File: src/rtl/lock_pkg.sv
// Shared definitions for the lock-chamber water-level engine and the door stage.
// Holds the water state enum, level/margin widths and the default pool/rate constants.
package lock_pkg;

    localparam int unsigned LEVEL_W     = 7;   // level in 0.1 ft units, 0..127
    localparam int unsigned DOOR_MARGIN = 3;   // 0.3 ft tolerance for door-safe flags
    localparam int unsigned PHASE_W     = 8;   // phase counter width, divisors up to 256
    localparam int unsigned ETA_W       = 10;  // remaining-time readout width, cmin units

    localparam int unsigned DEF_INNER     = 6;
    localparam int unsigned DEF_OUTER     = 4;
    localparam int unsigned DEF_RAISE_DIV = 16;
    localparam int unsigned DEF_LOWER_DIV = 14;

    typedef enum logic [1:0] {
        IDLE,
        RAISING,
        LOWERING,
        HOLD
    } water_state_t;

    // Counter width able to hold 0..n-1, never less than one bit.
    function automatic int unsigned cnt_width(input int unsigned n);
        return (n > 1) ? $clog2(n) : 1;
    endfunction

endpackage

File: src/rtl/lock_rate_timer.sv
// Ramp-rate timer: prescaler producing a 1/100 minute tick and a phase counter that
// produces a step strobe every DIV ticks.
// Ports:
//   clk, reset  clock and synchronous active-high reset
//   run         advance the prescaler this cycle
//   clear       zero prescaler and phase (wins over run)
//   div_sel     0 = RAISE_DIV, 1 = LOWER_DIV
//   cmin_tick   prescaler wrap cycle
//   step        cmin_tick on which the phase is at DIV-1 (level moves by one unit)
module lock_rate_timer
    import lock_pkg::*;
#(
    parameter int unsigned TICKS_PER_CMIN = 3000,
    parameter int unsigned RAISE_DIV      = DEF_RAISE_DIV,
    parameter int unsigned LOWER_DIV      = DEF_LOWER_DIV
) (
    input  logic clk,
    input  logic reset,
    input  logic run,
    input  logic clear,
    input  logic div_sel,
    output logic cmin_tick,
    output logic step
);

    localparam int unsigned PRESC_W = cnt_width(TICKS_PER_CMIN);
    localparam logic [PRESC_W-1:0] PRESC_MAX  = PRESC_W'(TICKS_PER_CMIN - 1);
    localparam logic [PHASE_W-1:0] RAISE_LAST = PHASE_W'(RAISE_DIV - 1);
    localparam logic [PHASE_W-1:0] LOWER_LAST = PHASE_W'(LOWER_DIV - 1);

    logic [PRESC_W-1:0] presc_q, presc_d;
    logic [PHASE_W-1:0] phase_q, phase_d;
    logic [PHASE_W-1:0] phase_last;

    always_comb begin
        phase_last = div_sel ? LOWER_LAST : RAISE_LAST;
        cmin_tick  = run && !clear && (presc_q == PRESC_MAX);
        step       = cmin_tick && (phase_q == phase_last);
        presc_d    = presc_q;
        phase_d    = phase_q;
        if (clear) begin
            presc_d = '0;
            phase_d = '0;
        end else if (run) begin
            presc_d = cmin_tick ? '0 : presc_q + 1'b1;
            if (cmin_tick) begin
                phase_d = step ? '0 : phase_q + 1'b1;
            end
        end
    end

    always_ff @(posedge clk) begin
        if (reset) begin
            presc_q <= '0;
            phase_q <= '0;
        end else begin
            presc_q <= presc_d;
            phase_q <= phase_d;
        end
    end

endmodule

File: src/rtl/lock_water_level.sv
// Lock-chamber water-level engine. Ramps the chamber level toward the inner or outer
// pool on request, freezes while a door is open, and publishes door-safe flags.
// Optional feature macro: LOCK_WATER_ETA_EN adds the registered eta_cmin output.
// Ports:
//   clk, reset   clock and synchronous active-high reset
//   raise_req    fill toward INNER*10
//   lower_req    drain toward OUTER*10 (both high while ramping aborts the ramp)
//   hold         a door is open; freeze level, phase and prescaler
//   level        current level, 0.1 ft units
//   outer_ok     level within DOOR_MARGIN of the outer pool
//   inner_ok     level within DOOR_MARGIN of the inner pool
//   moving       state is RAISING or LOWERING
//   done         one-cycle pulse when a ramp reaches its target
//   eta_cmin     (LOCK_WATER_ETA_EN only) remaining ramp time in 1/100 minute
module lock_water_level
    import lock_pkg::*;
#(
    parameter int unsigned INNER          = DEF_INNER,
    parameter int unsigned OUTER          = DEF_OUTER,
    parameter int unsigned INIT_LEVEL     = 40,
    parameter int unsigned TICKS_PER_CMIN = 3000,
    parameter int unsigned RAISE_DIV      = DEF_RAISE_DIV,
    parameter int unsigned LOWER_DIV      = DEF_LOWER_DIV
) (
    input  logic               clk,
    input  logic               reset,
    input  logic               raise_req,
    input  logic               lower_req,
    input  logic               hold,
    output logic [LEVEL_W-1:0] level,
    output logic               outer_ok,
    output logic               inner_ok,
    output logic               moving,
    output logic               done
`ifdef LOCK_WATER_ETA_EN
    ,
    output logic [ETA_W-1:0]   eta_cmin
`endif
);

    localparam logic [LEVEL_W-1:0] RAISE_TGT    = LEVEL_W'(INNER * 10);
    localparam logic [LEVEL_W-1:0] LOWER_TGT    = LEVEL_W'(OUTER * 10);
    localparam logic [LEVEL_W-1:0] INIT_LVL     = LEVEL_W'(INIT_LEVEL);
    localparam logic [LEVEL_W-1:0] OUTER_OK_MAX = LEVEL_W'(OUTER * 10 + DOOR_MARGIN);
    localparam logic [LEVEL_W-1:0] INNER_OK_MIN = LEVEL_W'(INNER * 10 - DOOR_MARGIN);

    water_state_t       state_q, state_d;
    logic               dir_q, dir_d;      // ramp direction, 1 = lowering; kept through HOLD
    logic [LEVEL_W-1:0] level_q, level_d;
    logic               done_q, done_d;
    logic               ramping, abort, run, clear;
    logic               cmin_tick, step;

    always_comb begin
        ramping = (state_q != IDLE);
        abort   = ramping && raise_req && lower_req;
        // Also runs in HOLD on the release cycle so a hold of N cycles costs exactly N.
        run     = ramping && !hold && !abort;
        clear   = !ramping || abort;
    end

    lock_rate_timer #(
        .TICKS_PER_CMIN (TICKS_PER_CMIN),
        .RAISE_DIV      (RAISE_DIV),
        .LOWER_DIV      (LOWER_DIV)
    ) u_rate_timer (
        .clk       (clk),
        .reset     (reset),
        .run       (run),
        .clear     (clear),
        .div_sel   (dir_q),
        .cmin_tick (cmin_tick),
        .step      (step)
    );

    always_comb begin
        state_d = state_q;
        dir_d   = dir_q;
        level_d = level_q;
        done_d  = 1'b0;
        case (state_q)
            IDLE: begin
                if (!hold) begin
                    if (raise_req && !lower_req && (level_q < RAISE_TGT)) begin
                        state_d = RAISING;
                        dir_d   = 1'b0;
                    end else if (lower_req && !raise_req && (level_q > LOWER_TGT)) begin
                        state_d = LOWERING;
                        dir_d   = 1'b1;
                    end
                end
            end
            default: begin
                if (abort) begin
                    state_d = IDLE;
                end else if (hold) begin
                    state_d = HOLD;
                end else begin
                    state_d = dir_q ? LOWERING : RAISING;
                    // step is a subset of cmin_tick; both must be present to move.
                    if (cmin_tick && step) begin
                        level_d = dir_q ? level_q - 1'b1 : level_q + 1'b1;
                        if (level_d == (dir_q ? LOWER_TGT : RAISE_TGT)) begin
                            state_d = IDLE;
                            done_d  = 1'b1;
                        end
                    end
                end
            end
        endcase
    end

    always_ff @(posedge clk) begin
        if (reset) begin
            state_q <= IDLE;
            dir_q   <= 1'b0;
            level_q <= INIT_LVL;
            done_q  <= 1'b0;
        end else begin
            state_q <= state_d;
            dir_q   <= dir_d;
            level_q <= level_d;
            done_q  <= done_d;
        end
    end

`ifdef LOCK_WATER_ETA_EN
    logic [ETA_W-1:0] eta_q, eta_d;

    // remaining_steps*DIV - phase drops by exactly one on every cmin tick, including
    // the tick that steps the level, so a plain down-counter tracks it.
    always_comb begin
        eta_d = eta_q;
        if (state_d == IDLE) begin
            eta_d = '0;
        end else if (state_q == IDLE) begin
            eta_d = dir_d ? ETA_W'(32'(level_q - LOWER_TGT) * LOWER_DIV)
                          : ETA_W'(32'(RAISE_TGT - level_q) * RAISE_DIV);
        end else if (cmin_tick) begin
            eta_d = eta_q - 1'b1;
        end
    end

    always_ff @(posedge clk) begin
        if (reset) begin
            eta_q <= '0;
        end else begin
            eta_q <= eta_d;
        end
    end

    assign eta_cmin = eta_q;
`endif

    assign level    = level_q;
    assign done     = done_q;
    assign moving   = (state_q == RAISING) || (state_q == LOWERING);
    assign outer_ok = (level_q <= OUTER_OK_MAX);
    assign inner_ok = (level_q >= INNER_OK_MIN);

endmodule

File: config.mk
export PLATFORM = sky130hd
export DESIGN_NAME = lock_water_level
export DESIGN_NICKNAME = d
export VERILOG_FILES = /design/src/rtl/lock_pkg.sv /design/src/rtl/lock_rate_timer.sv /design/src/rtl/lock_water_level.sv
export SDC_FILE = /design/constraint.sdc
export NUM_CORES = 1
export LEC_CHECK = 0
export ABC_AREA = 1
export CORE_MARGIN = 2
export CORE_UTILIZATION = 60
export DETAILED_ROUTE_END_ITERATION = 16
export MAX_ROUTING_LAYER = met4
export PLACE_DENSITY_LB_ADDON = 0.15
export SYNTH_ARGS = -nofsm -noshare
export SYNTH_HDL_FRONTEND = slang
export SYNTH_HIERARCHICAL = 1
export SYNTH_SLANG_ARGS = --single-unit
File: constraint.sdc
create_clock -name clk -period 6.5 [get_ports clk]
set_clock_uncertainty 0.15 [all_clocks]
set_input_delay 1.625 -clock clk [delete_from_list [all_inputs] [get_ports clk]]
set_output_delay 1.625 -clock clk [all_outputs]
set_load 0.05 [all_outputs]
# Yosys cells after proc, flatten, opt, wreduce, memory -nomap -nowiden
# Cells that the tools add are included.
# Widths: inputs -> output; s select.
# op_classes
add_sub_neg	4
n_mul	0
n_shift	0
reduce_logical	29
bitwise	4
n_mux	17
div_mod_pow	0
order_cmp	4
n_eq_ne	7
# op_table
cell	n
$mux 2	10
$add 12x1->12 const B	1
$eq 12x12->1 const B	1
$logic_and 1x1->1	12
$mux 12	1
$add 8x1->8 const B	1
$eq 8x8->1	1
$mux 8	1
$add 7x1->7 const B	1
$eq 7x6->1	1
$ge 7x6->1 const B	1
$gt 7x6->1 const B	1
$le 7x6->1 const B	1
$lt 7x6->1 const B	1
$mux 7	1
$sub 7x1->7 const B	1
$logic_not 1->1	6
$mux 5	1
$reduce_or 5->1	1
$not 1->1	4
$reduce_and 2->1	2
$reduce_and 4->1	1
$reduce_bool 2->1	2
$mux 1	3
8 further kinds	9
# totals
ramBits	0
latchBits	0
regBits	31
out_inout_bits	11
rom_bits	0
mem_count	0
elab_cells	71

# Depth between registers and ports, before layout
# logic_depth
depth_word	13
depth_mapped	16
depth_no_buf	16

# Cells and area by module
# The synthesis kept the hierarchy.
# modules_own_cells
module	cells_each	seq_area_each_um2	instances	area_per_inst_um2
lock_rate_timer	182	400.4	1	1134.8
lock_water_level	148	220.2	1	937.1

# Worst setup path after synthesis
# Ideal clock, no wire load.
# synth_timing
path_type	register to output
startpoint	register level_q[5], in the netlist level[5]
endpoint	output port inner_ok
stages_incl_launch_ff	5
t_arrival_ps	2118
t_required_ps	4725
path_slack_ps	2607
path_cell_list	dfxtp_1 > nand2_1 > nor2_1 > nand2_1 > o21ai_0
# synth_between
elab_chain_cells	1
# synth_rtl
item	line	text
start: declaration	lock_water_level.sv:49	logic [LEVEL_W-1:0] level_q, level_d;
start signal: assignment	lock_water_level.sv:122	level_q <= level_d;
$ge 7x6->1	lock_water_level.sv:159	assign inner_ok = (level_q >= INNER_OK_MIN);
end: declaration	lock_water_level.sv:32	output logic inner_ok,
# Every way passes these cells.

# Final worst setup path
# layout_timing
startpoint	register level_q[6], in the netlist level[6]
endpoint	output port outer_ok
# layout_between
elab_chain_cells	1
# layout_rtl
item	line	text
$le 7x6->1	lock_water_level.sv:158	assign outer_ok = (level_q <= OUTER_OK_MAX);
end: declaration	lock_water_level.sv:31	output logic outer_ok,
# Every way passes these cells.

==> results.sh <==
export IMPL_io_buffers=15
export IMPL_drcViolationCount=0
export IMPL_nets=367
export IMPL_clockRootBuffer="clkbuf_4"
export IMPL_antenna_left=0
export IMPL_rows=21
export IMPL_cts_sinks=31
export IMPL_syn_to_final_growth_pct=14.2
export IMPL_rr_worst_depth=15
export IMPL_clkTransAtPathRegs_ns=0.10
export IMPL_drt_iter0_drc=98
export IMPL_setup_viol=0
export IMPL_antenna_found_initial=0
export IMPL_dp_hpwl_um=3500
export IMPL_fp_dieH_um=62.8
export IMPL_clk_latency_ns=0.33
export IMPL_dieArea_um2=3940
export IMPL_worstPathRequired_ns=4.72
export IMPL_core_region_area_um2=3340
export IMPL_drive_gt1_frac=0.105
export IMPL_cts_tree="built"
export IMPL_syn_area_um2=2070
export IMPL_max_slew_margin=0.667
export IMPL_grt_usage=0.269
export IMPL_grt_max_degree=12
export IMPL_ys_ff_latch=31
export IMPL_hold_path_endpoint="u_rate_timer/phase_q[1]"
export IMPL_min_delay_start="u_rate_timer/phase_q[1]"
export IMPL_cp_arrival_ns=2.20
export IMPL_max_freq_ghz=0.252
export IMPL_worstReg2RegStart="state_q[0]"
export IMPL_wl_per_cell_um=11.3
export IMPL_cts_repair_resized=0
export IMPL_worst_hold_path_type="reg -> reg"
export IMPL_fin_total_pwr_uw=469
export IMPL_yosysTopAreaCell="dfxtp_1"
export IMPL_first_pass_iters=4
export IMPL_period_minus_slack_ns=3.97
export IMPL_ios=16
export IMPL_p_leak_nw=1.05
export IMPL_postSynthNetCount=345
export IMPL_vias=2024
export IMPL_maxCapViolations=0
export IMPL_r2r_end="level[4]"
export IMPL_finalMaxSlewViolations=0
export IMPL_peakVddDrop_mv=0.290
export IMPL_startpoint_type="flip-flop"
export IMPL_gr_total_overflow=0
export IMPL_critPathMaxFanout=6
export IMPL_whs_path_depth=2
export IMPL_finalCritPeriodShare=0.611
export IMPL_cts_setup_buffers=0
export IMPL_grt_pass1_wl_um=8330
export IMPL_status="finished clean"
export IMPL_fillers=300
export IMPL_hold_viol=0
export IMPL_powerDensity_nw_per_um2=198
export IMPL_rsz0062_at_grt="false"
export IMPL_tns_ns=0
export IMPL_vias_per_cell=5.07
export IMPL_r2r_setup_slack_ns=3.84
export IMPL_critPathCaptureType="output pin"
export IMPL_ctsHoldBuffers=0
export IMPL_synth_top_area_frac=0.300
export IMPL_register_area_um2=621
export IMPL_place_congestion=0.910
export IMPL_worst_pin_slew_ns=0.498
export IMPL_n_antenna_cell=0
export IMPL_numCtsBuffers=5
export IMPL_avgSynthCellArea_um2=6.28
export IMPL_die_x_um=62.8
export IMPL_synthTopCellsByArea="dfxtp_1 (30%), nand2_1 (17%), inv_1 (8.5%)"
export IMPL_cts_max_path_buffers=2
export IMPL_multiInputGateArea_um2=1230
export IMPL_yosysSeqAreaShare=0.300
export IMPL_yosys_warnings=6
export IMPL_htreeDepth=2
export IMPL_synth_cell_types=28
export IMPL_synthCells=330
export IMPL_start_util=0.621
export IMPL_crit_type="reg -> out"
export IMPL_grt_pass1_vias=2013
export IMPL_wirelength_um=4500
-- power by group --
| part | internal, mW | switching, mW | total (mW) |
|---|---|---|---|
| clock | 0.0908 | 0.0666 | 0.157 |
| sequential | 0.196 | 0.00290 | 0.199 |
| combinational | 0.0343 | 0.0785 | 0.113 |
| total | 0.321 | 0.148 | 0.469 |
-- cell usage after synthesis (all sizes together) --
cell	n
nor4	1
xnor2	1
bufinv	1
inv	54
o211ai	1
dfxtp	31
o21bai	1
nand2	100
nor3	11
a21oi	22
fa	1
clkinv	1
o21ai	12
ha	9
nor2	42
nand3b	2
a211o	1
nor3b	1
nand4	4
nand3	31
xor2	3
-- through the flow --
stage | hold WS [ns] | instances | instance area (µm²) | utilization | setup slack [ns]
2_1_floorplan | 0.307 | 330 | 2070 | - | 2.61
3_3_place_gp | 0.326 | 391 | 2280 | 0.683 | 2.53
3_5_place_dp | 0.341 | 391 | 2280 | 0.683 | 2.44
4_1_cts | 0.356 | 399 | 2370 | 0.709 | 2.56
5_1_grt | 0.388 | 399 | 2370 | 0.709 | 2.44
6_report | 0.355 | 399 | 2370 | 0.709 | 2.53
-- critical path: stages, from the launching register on --
cell	delay, ns
dfxtp_1	0.51
inv_2	0.09
nand2_1	0.09
nor3_1	0.07
a211o_1	0.27
inv_1	0.05
clkdlybuf4s50_1	0.79
-- flip-flops by register name, indices dropped and copies added (netlist names) --
| register | flops |
|---|---|
| state_q | 2 |
| level | 7 |
| done | 1 |
| dir_q | 1 |
| u_rate_timer/presc_q | 12 |
| u_rate_timer/phase_q | 8 |
-- per-layer routing --
layer | vias to the layer above | routed length (µm) | global-route usage
met5 | - | 0 | -
met4 | 0 | 46 | 0.0917
met3 | 7 | 237 | 0.0667
met2 | 49 | 2080 | 0.438
met1 | 876 | 2140 | 0.325
li1 | 1092 | - | -
-- area by class of cell --
cell class              instances  share of cell area
clock buffers                   6              0.0217
clock inverters                 2              0.0148
inverters                      56              0.0947
multi-input cells             243               0.519
flip-flops and latches         31               0.262
well taps                      46              0.0243
repair buffers                 15              0.0635
-- logic make-up (layout without fill, tap and decap cells) --
family,count (synthesis),count (layout),share of synthesized area
buffers and inverters,56,79,0.108
flip-flops,31,31,0.300
XOR/XNOR,4,4,0.0169
adder cells (fa/ha/maj),10,10,0.0640
AO/OA/AOI/OAI,37,37,0.0990
AND/OR/NAND/NOR,192,192,0.412
-- worst max-delay path by stage --
| stage | end | startpoint |
|---|---|---|
| after floorplan | inner_ok | level[5] |
| after global placement | level[2] | lower_req |
| after detailed placement | level[4] | lower_req |
| after CTS | outer_ok | level[6] |
| after global routing | level[4] | lower_req |
| final | outer_ok | level[6] |
-- placed cells by master (no fill, tap or decap), drive strengths merged, types with 2 or more instances in the layout --
cell type	n
nand3	31
clkdlybuf4s50	15
clkinv	2
dfxtp	31
nor2	42
bufinv	2
xor2	3
o21ai	12
a21oi	22
nor3	11
inv	54
nand3b	2
clkbuf	6
nand4	4
ha	9
nand2	100
Power figures use the tool's default switching activity.
